--- src/rtl/capt_sched.sv ---
`default_nettype none
// ============================================================================
// Module   : capt_sched
// Purpose  : Capture scheduler for the DMA write controller. Queues packet
//            descriptors, validates them against the session snapshot,
//            launches the write controller one packet at a time and keeps
//            packet/drop counters, the capture-limit flag and a WAIT timeout.
// Revision : 1.0 - initial release
// ----------------------------------------------------------------------------
// Ports
//   clk, reset                 : clock, asynchronous active-high reset
//   desc_valid/desc_ready      : descriptor handshake
//   desc_begin/desc_end        : packet byte range [begin, end)
//   cfg_enable/cfg_clear       : capture enable, counter/flag clear pulse
//   cfg_control/cfg_buf_start/
//   cfg_buf_size               : session parameters, snapshot on enable rise
//   cfg_max_pkts               : capture limit (0 = unlimited)
//   wr_ctrl                    : one-cycle launch pulse
//   pkt_begin/pkt_end/
//   capt_buf_start/capt_buf_size/control : registered launch operands
//   wr_ctrl_rdy/last_write_addr: completion pulse and write pointer
//   busy, capt_done, err_timeout, pkt_count, drop_count, last_addr : status
// ============================================================================
module capt_sched #(
   parameter int DEPTH   = 4,
   parameter int TIMEOUT = 65535
) (
   input  logic        clk,
   input  logic        reset,
   input  logic        desc_valid,
   output logic        desc_ready,
   input  logic [31:0] desc_begin,
   input  logic [31:0] desc_end,
   input  logic        cfg_enable,
   input  logic        cfg_clear,
   input  logic [31:0] cfg_control,
   input  logic [31:0] cfg_buf_start,
   input  logic [31:0] cfg_buf_size,
   input  logic [15:0] cfg_max_pkts,
   output logic        wr_ctrl,
   output logic [31:0] pkt_begin,
   output logic [31:0] pkt_end,
   output logic [31:0] capt_buf_start,
   output logic [31:0] capt_buf_size,
   output logic [31:0] control,
   input  logic        wr_ctrl_rdy,
   input  logic [31:0] last_write_addr,
   output logic        busy,
   output logic        capt_done,
   output logic        err_timeout,
   output logic [31:0] pkt_count,
   output logic [31:0] drop_count,
   output logic [31:0] last_addr
);

   localparam int          AW         = $clog2(DEPTH);
   localparam logic [AW:0] DEPTH_C    = (AW+1)'(DEPTH);
   localparam logic [15:0] TIMEOUT_C  = 16'(TIMEOUT);

   localparam logic [1:0]  ST_IDLE    = 2'd0;
   localparam logic [1:0]  ST_LAUNCH  = 2'd1;
   localparam logic [1:0]  ST_WAIT    = 2'd2;

   logic [1:0]    state;
   logic [1:0]    next_state;

   // descriptor queue
   logic [31:0]   q_begin [DEPTH];
   logic [31:0]   q_end   [DEPTH];
   logic [AW-1:0] wr_ptr;
   logic [AW-1:0] rd_ptr;
   logic [AW:0]   count;

   // session snapshot
   logic          enable_q;
   logic [31:0]   snap_buf_start;
   logic [31:0]   snap_buf_size;
   logic [31:0]   snap_control;

   logic          enable_rise;
   logic [31:0]   eff_buf_start;
   logic [31:0]   eff_buf_size;
   logic [31:0]   eff_control;

   logic [32:0]   need_bytes;
   logic          reject;
   logic          handshake;
   logic          push;
   logic          drop;
   logic          pop;
   logic          complete;
   logic [31:0]   pkt_inc;
   logic [31:0]   drop_inc;
   logic [15:0]   wait_cnt;

   // On the enable rising edge the snapshot registers are being loaded this
   // very cycle, so validation and a launch in that cycle use the live values.
   assign enable_rise   = cfg_enable & ~enable_q;
   assign eff_buf_start = enable_rise ? cfg_buf_start : snap_buf_start;
   assign eff_buf_size  = enable_rise ? cfg_buf_size  : snap_buf_size;
   assign eff_control   = enable_rise ? cfg_control   : snap_control;

   // 33-bit so that a huge packet plus the 16-byte header cannot wrap
   assign need_bytes = {1'b0, desc_end - desc_begin} + 33'd16;
   assign reject     = ~cfg_enable | capt_done | (desc_end <= desc_begin) |
                       (need_bytes > {1'b0, eff_buf_size});

   assign handshake = desc_valid & desc_ready;
   assign push      = handshake & ~reject;
   assign drop      = handshake & reject;
   assign pop       = (state == ST_IDLE) && (count != '0) && cfg_enable && !capt_done;
   assign complete  = (state == ST_WAIT) && wr_ctrl_rdy;

   assign pkt_inc  = (pkt_count  == 32'hFFFF_FFFF) ? pkt_count  : pkt_count  + 32'd1;
   assign drop_inc = (drop_count == 32'hFFFF_FFFF) ? drop_count : drop_count + 32'd1;

   // ---------------------------------------------------------------- FSM ---
   always_ff @(posedge clk or posedge reset) begin
      if (reset) state <= ST_IDLE;
      else       state <= next_state;
   end

   always_comb begin
      next_state = state;
      case (state)
         ST_IDLE:   if (pop) next_state = ST_LAUNCH;
         ST_LAUNCH: next_state = ST_WAIT;
         ST_WAIT:   if (wr_ctrl_rdy) next_state = ST_IDLE;
         default:   next_state = ST_IDLE;
      endcase
   end

   always_comb begin
      wr_ctrl    = (state == ST_LAUNCH);
      busy       = (state != ST_IDLE) || (count != '0);
      desc_ready = (count != DEPTH_C);
   end

   // -------------------------------------------------------------- queue ---
   // Storage needs no reset: pointers/count define which entries are live.
   always_ff @(posedge clk) begin
      if (push) begin
         q_begin[wr_ptr] <= desc_begin;
         q_end[wr_ptr]   <= desc_end;
      end
   end

   always_ff @(posedge clk or posedge reset) begin
      if (reset) begin
         wr_ptr <= '0;
         rd_ptr <= '0;
         count  <= '0;
      end else begin
         if (push) wr_ptr <= wr_ptr + 1'b1;
         if (pop)  rd_ptr <= rd_ptr + 1'b1;
         case ({push, pop})
            2'b10:   count <= count + 1'b1;
            2'b01:   count <= count - 1'b1;
            default: count <= count;
         endcase
      end
   end

   // ----------------------------------------------------------- snapshot ---
   always_ff @(posedge clk or posedge reset) begin
      if (reset) begin
         enable_q       <= 1'b0;
         snap_buf_start <= '0;
         snap_buf_size  <= '0;
         snap_control   <= '0;
      end else begin
         enable_q <= cfg_enable;
         if (enable_rise) begin
            snap_buf_start <= cfg_buf_start;
            snap_buf_size  <= cfg_buf_size;
            snap_control   <= cfg_control;
         end
      end
   end

   // ----------------------------------------------------- launch operands ---
   always_ff @(posedge clk or posedge reset) begin
      if (reset) begin
         pkt_begin      <= '0;
         pkt_end        <= '0;
         capt_buf_start <= '0;
         capt_buf_size  <= '0;
         control        <= '0;
      end else if (pop) begin
         pkt_begin      <= q_begin[rd_ptr];
         pkt_end        <= q_end[rd_ptr];
         capt_buf_start <= eff_buf_start;
         capt_buf_size  <= eff_buf_size;
         control        <= eff_control;
      end
   end

   // ---------------------------------------------------- counters / flags ---
   // cfg_clear has priority over any same-edge increment or flag set.
   always_ff @(posedge clk or posedge reset) begin
      if (reset) begin
         pkt_count  <= '0;
         drop_count <= '0;
         capt_done  <= 1'b0;
         last_addr  <= '0;
      end else begin
         if (complete) last_addr <= last_write_addr;

         if (cfg_clear)     pkt_count <= '0;
         else if (complete) pkt_count <= pkt_inc;

         if (cfg_clear) drop_count <= '0;
         else if (drop) drop_count <= drop_inc;

         if (cfg_clear)
            capt_done <= 1'b0;
         else if (complete && (cfg_max_pkts != 16'd0) && (pkt_inc >= {16'd0, cfg_max_pkts}))
            capt_done <= 1'b1;
      end
   end

   // WAIT timeout: counter restarts on every entry to WAIT and saturates at
   // TIMEOUT; the flag sets on the edge where the count reaches TIMEOUT.
   always_ff @(posedge clk or posedge reset) begin
      if (reset) begin
         wait_cnt    <= '0;
         err_timeout <= 1'b0;
      end else begin
         if (state != ST_WAIT)
            wait_cnt <= '0;
         else if (wait_cnt != TIMEOUT_C)
            wait_cnt <= wait_cnt + 16'd1;

         if (cfg_clear)
            err_timeout <= 1'b0;
         else if ((TIMEOUT_C != 16'd0) && (state == ST_WAIT) && (wait_cnt + 16'd1 == TIMEOUT_C))
            err_timeout <= 1'b1;
      end
   end

endmodule
`default_nettype wire

--- config.mk ---
export PLATFORM = sky130hd
export DESIGN_NAME = capt_sched
export DESIGN_NICKNAME = d
export VERILOG_FILES = /design/src/rtl/capt_sched.sv
export SDC_FILE = /design/constraint.sdc
export NUM_CORES = 1
export LEC_CHECK = 0
export BUFFER_PORTS_ARGS = -buffer_cell sky130_fd_sc_hd__buf_2
export CORE_AREA = 2 2 245 247
export CTS_CLUSTER_DIAMETER = 100
export DETAILED_ROUTE_END_ITERATION = 6
export DIE_AREA = 0 0 247 249
export PLACE_DENSITY_LB_ADDON = 0.05
export SLEW_MARGIN = 20
export SYNTH_ARGS = -nofsm -noshare
export SYNTH_HDL_FRONTEND = slang
export SYNTH_SLANG_ARGS = --single-unit
--- constraint.sdc ---
create_clock -name clk -period 11.7 [get_ports clk]
set_clock_uncertainty 0.2 [all_clocks]
set_input_delay 1.755 -clock clk [delete_from_list [all_inputs] [get_ports clk]]
set_output_delay 1.755 -clock clk [all_outputs]
set_load 0.03 [all_outputs]
After elaboration in Yosys (flattened, before gate mapping)
Memory sizes are Yosys's and may differ from the RTL's. A register that Yosys moved wholly into a read port is not among the register bits.
Index checks and enable logic that the tools add are counted.
{ "totals": {"rom_bits": 0, "latch_bits": 0, "inputBits": 214, "mem_bits_rw": 256, "ff_bits": 316, "memories": 2, "word_cells": 96} }
{ "classes": {"shifts": 0, "n_reduce_logical": 21, "bitwise_logic": 10, "magnitude_cmp": 3, "eq_ne": 13, "mux": 21, "mul": 0, "n_addsub": 9, "n_div": 0} }
{ "memory_table": {"columns": ["name", "words", "width", "rd", "rd_clocked_by_memory_dff", "write_ports", "line_no", "rtl"], "rows": [
  ["q_begin", 4, 32, 1, 1, 1, "68", "logic [31:0] q_begin [DEPTH];"],
  ["q_end", 4, 32, 1, 1, 1, "69", "logic [31:0] q_end [DEPTH];"]
]} }
{ "ops": {"columns": ["cell", "count"], "rows": [
  ["2-to-1 mux 32 bit", 9],
  ["adder 32 x 1 -> 32 bit (second input constant)", 2],
  ["equality test 32 bit (second input constant)", 2],
  ["adder 32 x 5 -> 33 bit (second input constant)", 1],
  ["> comparator 33 x 32 -> 1 bit", 1],
  ["greater-or-equal comparator 32 x 16 -> 1 bit", 1],
  ["less-or-equal comparator 32 bit", 1],
  ["2-to-1 mux 16 bit", 2],
  ["subtractor 32 bit", 1],
  ["adder 16 x 1 -> 16 bit (second input constant)", 1],
  ["equality test 16 bit (second input constant)", 1],
  ["!= test 16 bit (second input constant)", 1],
  ["nonzero test 16 bit", 1],
  ["nonzero test 2 bit", 7],
  ["!= test 2 bit (second input constant)", 4],
  ["logical AND 1 bit", 7],
  ["2-to-1 mux 1 bit", 6],
  ["case mux 2 bit (3 select lines)", 1],
  ["case mux 3 bit (2 select lines)", 1],
  ["adder 2 x 1 -> 2 bit (second input constant)", 2],
  ["AND 1 bit", 4],
  ["equality test 2 x 1 -> 1 bit (second input constant)", 2],
  ["equality test 2 bit (second input constant)", 2],
  ["2-to-1 mux 2 bit", 2],
  ["other kinds (10)", 15]
]} }

Depth between registers and ports, before layout
Gate-level depths: netlist (run 1).
{ "logic_depth": {"depth_word": 9, "mapped_depth": 32, "ltp_nobuf": 32} }

Least setup slack after synthesis (run 1)
OpenSTA, ideal clock, no wires.
{ "synth_path": {"kind": "in2reg", "start": "in desc_end[0]", "end": "mem q_begin[0][0], enable pin", "arrival_ns": 8.208, "path_slack_ns": 2.863, "setup_ns": 0.429, "n_path_buf": 0, "cell_stages": 23, "path_cell_list": "inv_1 ha_1 fa_1 nand2b_1 a211oi_4 o2111ai_2 nand3b_2 xor2_2 or3b_4 or4_4 nor4b_4 or2b_1 xor2_1 ha_1 a21o_1 a21oi_1 nand3b_1 a21oi_1 o41ai_1 a211oi_1 nand3_1 a21oi_1 and2_1"} }
{ "synth_between": {"elab_chain_cells": 8} }
{ "synth_lines": {"columns": ["element", "line_no", "rtl"], "rows": [
  ["start, declared", "33", "input logic [31:0] desc_end,"],
  ["subtractor 32 bit", "104", "assign need_bytes = {1'b0, desc_end - desc_begin} + 33'd16;"],
  ["adder 32 x 5 -> 33 bit", "104", null],
  ["> comparator 33 x 32 -> 1 bit", "106", "(need_bytes > {1'b0, eff_buf_size});"],
  ["bitwise OR 1 bit *", "105", "assign reject = ~cfg_enable | capt_done | (desc_end <= desc_begin) |"],
  ["NOT 1 bit *", "109", "assign push = handshake & ~reject;"],
  ["AND 1 bit *", "109", null],
  ["2-to-1 mux 1 bit *", "142", "if (push) begin"],
  ["2-to-1 mux 1 bit (implied by the code) *", "143", "q_begin[wr_ptr] <= desc_begin;"],
  ["end, declared", "68", null]
]} }
Every way passes the cells marked *; elsewhere a longest branch is shown, timed or not.

Final worst setup path (run 1)
{ "layout_path": {"start": "in desc_begin[9]", "end": "mem q_end[3][3], enable pin"} }
{ "layout_between": {"elab_chain_cells": 8} }
{ "layout_lines": {"columns": ["element", "line_no", "rtl"], "rows": [
  ["start, declared", "32", "input logic [31:0] desc_begin,"],
  ["subtractor 32 bit", "104", null],
  ["adder 32 x 5 -> 33 bit", "104", null],
  ["> comparator 33 x 32 -> 1 bit", "106", null],
  ["bitwise OR 1 bit *", "105", null],
  ["NOT 1 bit *", "109", null],
  ["AND 1 bit *", "109", null],
  ["2-to-1 mux 1 bit *", "142", null],
  ["2-to-1 mux 1 bit (implied by the code) *", "144", "q_end[wr_ptr] <= desc_end;"],
  ["end, declared", "69", null]
]} }
Marks and branches as above.

==> out/metrics.cfg, run 1 <==
[route]
routedWlPerCell_um = 19.6
route.met3.wl_mm = 4.51
final_antenna_net_count = 0
vias_per_cell = 5.38
detail_route.iter0.violations = 1502
drc_errors = 0
firstDrtPassIters = 5
top_layer = met5
wl_met1_mm = 29.9
vias = 20500
wl_met2_mm = 38.1
finalWirelength_mm = 74.9

[synthesis]
ys_ff_latch = 636
synth_nets = 2825
yosysSeqAreaShare = 0.592
netlist_instances = 2519
ys.flop_type = dfrtp_1
synth_edf_count = 256
yosysWarningCount = 0
yosysUniqueCellTypes = 79
syn_avg_cell_area_um2 = 11.5
syn_area_mm2 = 0.0291
async_flop_share = 0.597

[cts]
cts_tree = done
path_clk_slew_ns = 0.06
cts.sinks = 636
cts_setup_buffers = 0
clock_latency_ns = 0.63
postCtsResizedCells = 0
cts-root-buf = clkbuf_16
htreeDepth = 3
cts_buffer_depth = 3
postCtsHoldBufs = 0
cts-buffers-inserted = 71

[critical_path]
startpoint_type = input pin
crit_fanout = 37
path_class = input pin to register
r2r_slack_ns = 5.72
rr_startpoint = enable_q$_DFF_PP0_
rr_worst_depth = 15
reg2reg_to = q_end[3][3]$_DFFE_PP_
cp-end-kind = register
startpoint = desc_begin[9]
crit_end = q_end[3][3]$_DFFE_PP_
worst_ep_required_time_ns = 11.75
cp.arrival_ns = 9.02

[timing]
setup_slack_ns = 2.74
setup-violations-final = 0
finalMaxSlewViolations = 0
period_needed_ns = 8.96
fin_setup_tns_ns = 0
rsz0062_at_grt = no
max_freq_mhz = 112
slew_headroom = 0.287
period_share = 0.766
tightest_slew_ns = 1.07
finalHoldViolCount = 0

[pwr]
ir_drop_mv = 0.219
power_w = 0.00762
power_density_mw_per_mm2 = 221
p_leak_nw = 15.6
power.share.clock = 0.281
power_switching_w = 0.00284
switching_share = 0.373
comb_power_share = 0.328
p_seq_frac = 0.391
intPower_w = 0.00478

[placed_design]
routabilityCongestion = 0.850
port_buffers = 474
post-place-ws_ns = 2.07
dp.final_hpwl_mm = 52.8

[global_routing]
grt_max_degree = 152
grtUsageTotal = 0.244
antenna_found_initial = 18
grt_pass1_vias = 20700
grt_pass1_wl_mm = 117
grt-ovfl-total = 0

[floorplanning]
dieWidth_um = 247
ios = 475
placementRows = 89
die_h_um = 249
die_area_mm2 = 0.0615
initial_core_util = 0.495
core_mm2 = 0.0587

[final_layout]
syn2layout_area_growth_pct = 18.6
fin_nets = 3282
drive_gt1_frac = 0.249
fill_cells = 4924
multi_input_area_mm2 = 0.0110
final_common_cell = nand2_1
seq_area_mm2 = 0.0172
final_cell_mix = nand2_1 (611), buf_2 (474), dfrtp_1 (378), edfxtp_1 (256), inv_1 (117)

[job]
maxCapViolations = 0

[hold_path]
hold_path.class = register to register

[run_status]
status = finished clean

## layer usage
layer	vias to the layer above	track usage
met1	10100	0.302
li1	9789	-
met3	126	0.0487
met2	514	0.419
met4	16	0.0957
met5	-	0
## through the flow
step	hold slack, ns	instances	cell area, µm²	util
3_3_place_gp	0.251	3676	32200	0.548
5_1_grt	0.288	3814	34400	0.587
3_5_place_dp	0.257	3676	32200	0.548
6_report	0.266	3818	34400	0.587
4_1_cts	0.271	3806	34400	0.586
2_1_floorplan	0.264	2519	29100	-
## state kept, by name, summed over array words and instances, names as in the netlist, 3 cells and up
name	cells
snap_buf_start	32
q_end	128
pkt_begin	32
q_begin	128
drop_count	32
capt_buf_size	32
wait_cnt	16
capt_buf_start	32
pkt_count	32
pkt_end	32
control	32
snap_control	32
count	3
snap_buf_size	32
last_addr	32
## worst min-delay path by stage
stage / startpoint / endpoint / slack [ns] / cells after the start
finish: capt_buf_start[14]$_DFFE_PP0P_ / capt_buf_start[14]$_DFFE_PP0P_ / 0.27 / 2
global route: last_addr[18]$_DFFE_PP0P_ / last_addr[18]$_DFFE_PP0P_ / 0.29 / 2
CTS: capt_buf_start[30]$_DFFE_PP0P_ / capt_buf_start[30]$_DFFE_PP0P_ / 0.27 / 2
detailed placement: capt_buf_start[30]$_DFFE_PP0P_ / capt_buf_start[30]$_DFFE_PP0P_ / 0.26 / 2
global placement: last_addr[17]$_DFFE_PP0P_ / last_addr[17]$_DFFE_PP0P_ / 0.25 / 2
floorplan: count[2]$_DFFE_PP0P_ / count[2]$_DFFE_PP0P_ / 0.26 / 1
## cell families (layout without fill, tap and decap cells)
kind of cell,count (synthesis),after routing,synth area share
other,0,12,0
adders and majority gates,92,92,0.0401
xor gates and xnor gates,115,115,0.0349
and+or+nand+nor,960,960,0.147
AOI/OAI and AO/OA,316,316,0.0670
muxes,170,170,0.0891
DFF,636,636,0.592
buffers and inverters,230,744,0.0304
## cells in the mapped netlist, types with 12 or more instances
master | n | area [µm²]
a21o_1 | 25 | 188
nor2_1 | 99 | 372
mux4_2 | 64 | 1440
ha_1 | 90 | 1130
nand4_1 | 40 | 250
o31ai_1 | 20 | 150
mux2i_1 | 37 | 370
a31oi_1 | 15 | 93.8
or3_1 | 18 | 113
or4_1 | 21 | 158
nor3_1 | 36 | 180
dfrtp_1 | 380 | 9510
nand3_1 | 40 | 200
clkbuf_1 | 91 | 342
buf_1 | 14 | 52.6
and2_1 | 14 | 87.6
nand2_1 | 611 | 2290
mux2_2 | 69 | 777
nor4_1 | 17 | 106
edfxtp_1 | 256 | 7690
nor2b_1 | 12 | 75.1
o21ai_0 | 93 | 465
xnor2_1 | 72 | 631
a21oi_1 | 93 | 465
inv_1 | 118 | 443
xor2_1 | 42 | 368
## power groups by stage
stage	Clock, W	Sequential [W]	Combinational, W
floorplan	0	0.00359	0.00116
global placement	0	0.00301	0.00250
finish	0.00214	0.00298	0.00250
detailed placement	0	0.00303	0.00254
CTS	0.00219	0.00299	0.00255
global route	0.00229	0.00304	0.00273
## critical path, stage by stage
cell      delay (ns)
buf_2           0.12
inv_1           0.08
ha_1            0.40
a21oi_1         0.38
nand2_1         0.24
nor3_2          0.39
a21oi_1         0.14
xnor2_1         0.21
or3b_4          0.45
or4_4           0.59
nor4b_4         0.44
or2b_1          0.28
xor2_1          0.14
ha_1            0.30
a21o_1          0.16
a21oi_1         0.18
nand3b_1        0.11
a21oi_1         0.12
o41ai_1         0.10
a211oi_1        0.36
nand3_1         0.15
a21oi_1         0.51
and2_2          0.75
buf_4           0.62
## area by class of cell
class	count	share of cell area
Antenna cell	12	0.000872
Clock inverter	26	0.00726
Sequential cell	636	0.499
Clock buffer	104	0.0581
Tap cell	773	0.0281
Inverter	119	0.0131
Timing Repair Buffer	495	0.0739
Multi-Input combinational cell	1653	0.319
Note: power is estimated with default switching activity, not from simulation.
==> inputs of run 2 (changes only) <==
==> constraint.sdc (replaced) <==
create_clock -name clk -period 8.6 [get_ports clk]
set_clock_uncertainty 0.2 [all_clocks]
set_input_delay 1.29 -clock clk [delete_from_list [all_inputs] [get_ports clk]]
set_output_delay 1.29 -clock clk [all_outputs]
set_load 0.03 [all_outputs]
==> out/metrics.cfg, run 2 (synthesized netlist as in run 1, its figures left out) <==
[pwr]
power_density_mw_per_mm2 = 302  ; +37%
comb_power_share = 0.327  ; about the same
switching_share = 0.369  ; -0.00402
power_switching_w = 0.00386  ; +36%
power.share.clock = 0.286  ; +0.005
intPower_w = 0.00661  ; +38%
ir_drop_mv = 0.216  ; -1.2%
p_seq_frac = 0.387  ; -0.004
p_leak_nw = 15.7  ; +0.63%

[cts]
cts-buffers-inserted = 71  ; unchanged
cts_buffer_depth = 3  ; unchanged
postCtsHoldBufs = 0  ; unchanged
cts.sinks = 636  ; unchanged
cts_tree = done
cts_setup_buffers = 0  ; unchanged
postCtsResizedCells = 0  ; unchanged
clock_latency_ns = 0.60  ; -0.03 ns
cts-root-buf = clkbuf_16
htreeDepth = 3  ; unchanged
path_clk_slew_ns = 0.06  ; about the same

[final_layout]
seq_area_mm2 = 0.0172  ; unchanged
final_common_cell = nand2_1
fin_nets = 3290  ; +0.24%
drive_gt1_frac = 0.253  ; +0.00461
reg_top3 = q_begin: 128 flops, q_end: 128 flops
syn2layout_area_growth_pct = 19.2
final_cell_mix = nand2_1 (611), buf_2 (474), dfrtp_1 (378), edfxtp_1 (256), inv_1 (117)
fin_util = 0.590  ; +0.00331
fill_cells = 5059  ; +2.7%
multi_input_area_mm2 = 0.0110  ; unchanged

[timing]
fin_setup_tns_ns = 0  ; unchanged
max_freq_mhz = 128
tightest_slew_ns = 1.10  ; +0.0332 ns
setup-violations-final = 0  ; unchanged
period_share = 0.907
finalHoldViolCount = 0  ; unchanged
period_needed_ns = 7.80
finalMaxSlewViolations = 0  ; unchanged
rsz0062_at_grt = no
setup_slack_ns = 0.799  ; -1.94 ns
slew_headroom = 0.265  ; -0.0221

[critical_path]
r2r_slack_ns = 3.23  ; -2.49 ns
critPathMostFrequentCell = a21oi_1
reg2reg_to = q_end[0][31]$_DFFE_PP_
path_class = input pin to register
critical_path.top_delay_family = simple AND/OR/NAND/NOR gates
slowest_delay_ns = 0.65  ; -0.10 ns
crit_chain = buf_2 -> inv_1 -> ha_1 -> a21oi_1 -> nand2_1 -> nor3_2 -> a21oi_1 -> xnor2_1 -> or3b_4 -> or4_4 -> nor4b_4 -> or2b_1 -> xor2_1 -> ha_1 -> a21o_1 -> a21oi_1 -> nand3b_1 -> a21oi_1 -> o41ai_1 -> a211oi_1 -> nand3_1 -> a21oi_1 -> and2_2 -> buf_12
rr_startpoint = enable_q$_DFF_PP0_
crit_fanout = 17  ; -54%
cp-end-kind = register
startpoint_type = input pin
path_buf_inv = 3  ; unchanged
crit_slowest_cell = and2_2
cp.arrival_ns = 7.91  ; -1.11 ns
rr_worst_depth = 14  ; -1
worst_ep_required_time_ns = 8.70  ; -3.05 ns

[floorplanning]
ios = 475  ; unchanged
core_mm2 = 0.0587  ; unchanged
dieWidth_um = 247  ; unchanged
initial_core_util = 0.495  ; unchanged
die_area_mm2 = 0.0615  ; unchanged
placementRows = 89  ; unchanged
die_h_um = 249  ; unchanged

[hold_path]
holdCritStartpoint = control[14]$_DFFE_PP0P_
holdPathEnd = control[14]$_DFFE_PP0P_
min_path_cells = 2  ; unchanged
hold_path.class = register to register

[route]
detail_route.iter0.violations = 1324  ; -12%
firstDrtPassIters = 5  ; unchanged
vias_per_cell = 5.39  ; +0.30%
drc_errors = 0  ; unchanged
routedWlPerCell_um = 19.7  ; +0.33%
final_antenna_net_count = 0  ; unchanged
vias = 20600  ; +0.36%
finalWirelength_mm = 75.2  ; +0.38%

[run_status]
status = finished clean

[global_routing]
grt_pass1_vias = 20800  ; +0.55%
grtUsageTotal = 0.245  ; +0.000516
grt_max_degree = 163  ; +7.2%
grt-ovfl-total = 0  ; unchanged
grt_pass1_wl_mm = 117  ; +0.69%
antenna_found_initial = 13  ; -5

[placed_design]
dp.final_hpwl_mm = 53.2  ; +0.75%
port_buffers = 474  ; unchanged
post-place-ws_ns = 0.235  ; -1.83 ns
routabilityCongestion = 0.860  ; +1.2%

[job]
maxCapViolations = 0  ; unchanged

==> run 2: cell types whose count changed in the layout (fill, tap and decap cells not counted), moves of 2 or more <==
cell / change
clkbuf_1: -5
buf_12: +7
bufinv_16: +3
inv_16: -2
clkinv_2: +3
diode_2: -6
inv_6: +2
clkinv_1: -3
==> run 2: worst max-delay path by stage <==
stage,from,endpoint,slack [ns],cells past startpoint
detailed placement,desc_begin[9],q_end[0][27]$_DFFE_PP_,0.24,24
CTS,desc_begin[9],q_end[0][30]$_DFFE_PP_,0.87,24
finish,desc_begin[9],q_end[0][31]$_DFFE_PP_,0.80,24
global route,desc_end[0],q_begin[0][28]$_DFFE_PP_,0.34,25
floorplan,desc_end[0],q_begin[0][0]$_DFFE_PP_,0.23,23
global placement,desc_begin[9],q_end[0][28]$_DFFE_PP_,0.44,24
==> run 2: layer usage <==
layer | part of all wire | global-route usage
met3 | 0.048 | 0.0422
met5 | 0.0010 | 0
met4 | 0.025 | 0.0663
met2 | 0.52 | 0.436
met1 | 0.41 | 0.305
==> run 2: area by class of cell <==
| cell class | count | share of cell area |
|---|---|---|
| Antenna cell | 6 | 0.000433 |
| Clock inverter | 30 | 0.00881 |
| Inverter | 119 | 0.0131 |
| Multi-Input combinational cell | 1653 | 0.317 |
| Clock buffer | 100 | 0.0579 |
| Timing Repair Buffer | 503 | 0.0778 |
| Tap cell | 773 | 0.0279 |
| Sequential cell | 636 | 0.497 |
==> run 2: stage by stage <==
| stage | total power (W) | hold WS, ns | cells | instance area, µm² |
|---|---|---|---|---|
| after floorplan | 0.00647 | 0.264 | 2519 | 29100 |
| after global placement | 0.00751 | 0.251 | 3684 | 32300 |
| after detailed placement | 0.00758 | 0.256 | 3684 | 32300 |
| after CTS | 0.0106 | 0.270 | 3814 | 34600 |
| after global routing | 0.0111 | 0.288 | 3817 | 34600 |
| final | 0.0105 | 0.266 | 3820 | 34600 |
==> run 2: power by group through the flow <==
stage | combinational, W | sequential, W | clock, W
after global routing | 0.00373 | 0.00412 | 0.00320
final | 0.00342 | 0.00405 | 0.00299
after floorplan | 0.00158 | 0.00489 | 0
after global placement | 0.00342 | 0.00409 | 0
after detailed placement | 0.00347 | 0.00411 | 0
after CTS | 0.00348 | 0.00406 | 0.00307
==> run 2: tightest hold or removal path, stage by stage (launching register included) <==
cell and delay (ns):
dfrtp_1 0.33, nand2_1 0.05, nand2_1 0.05
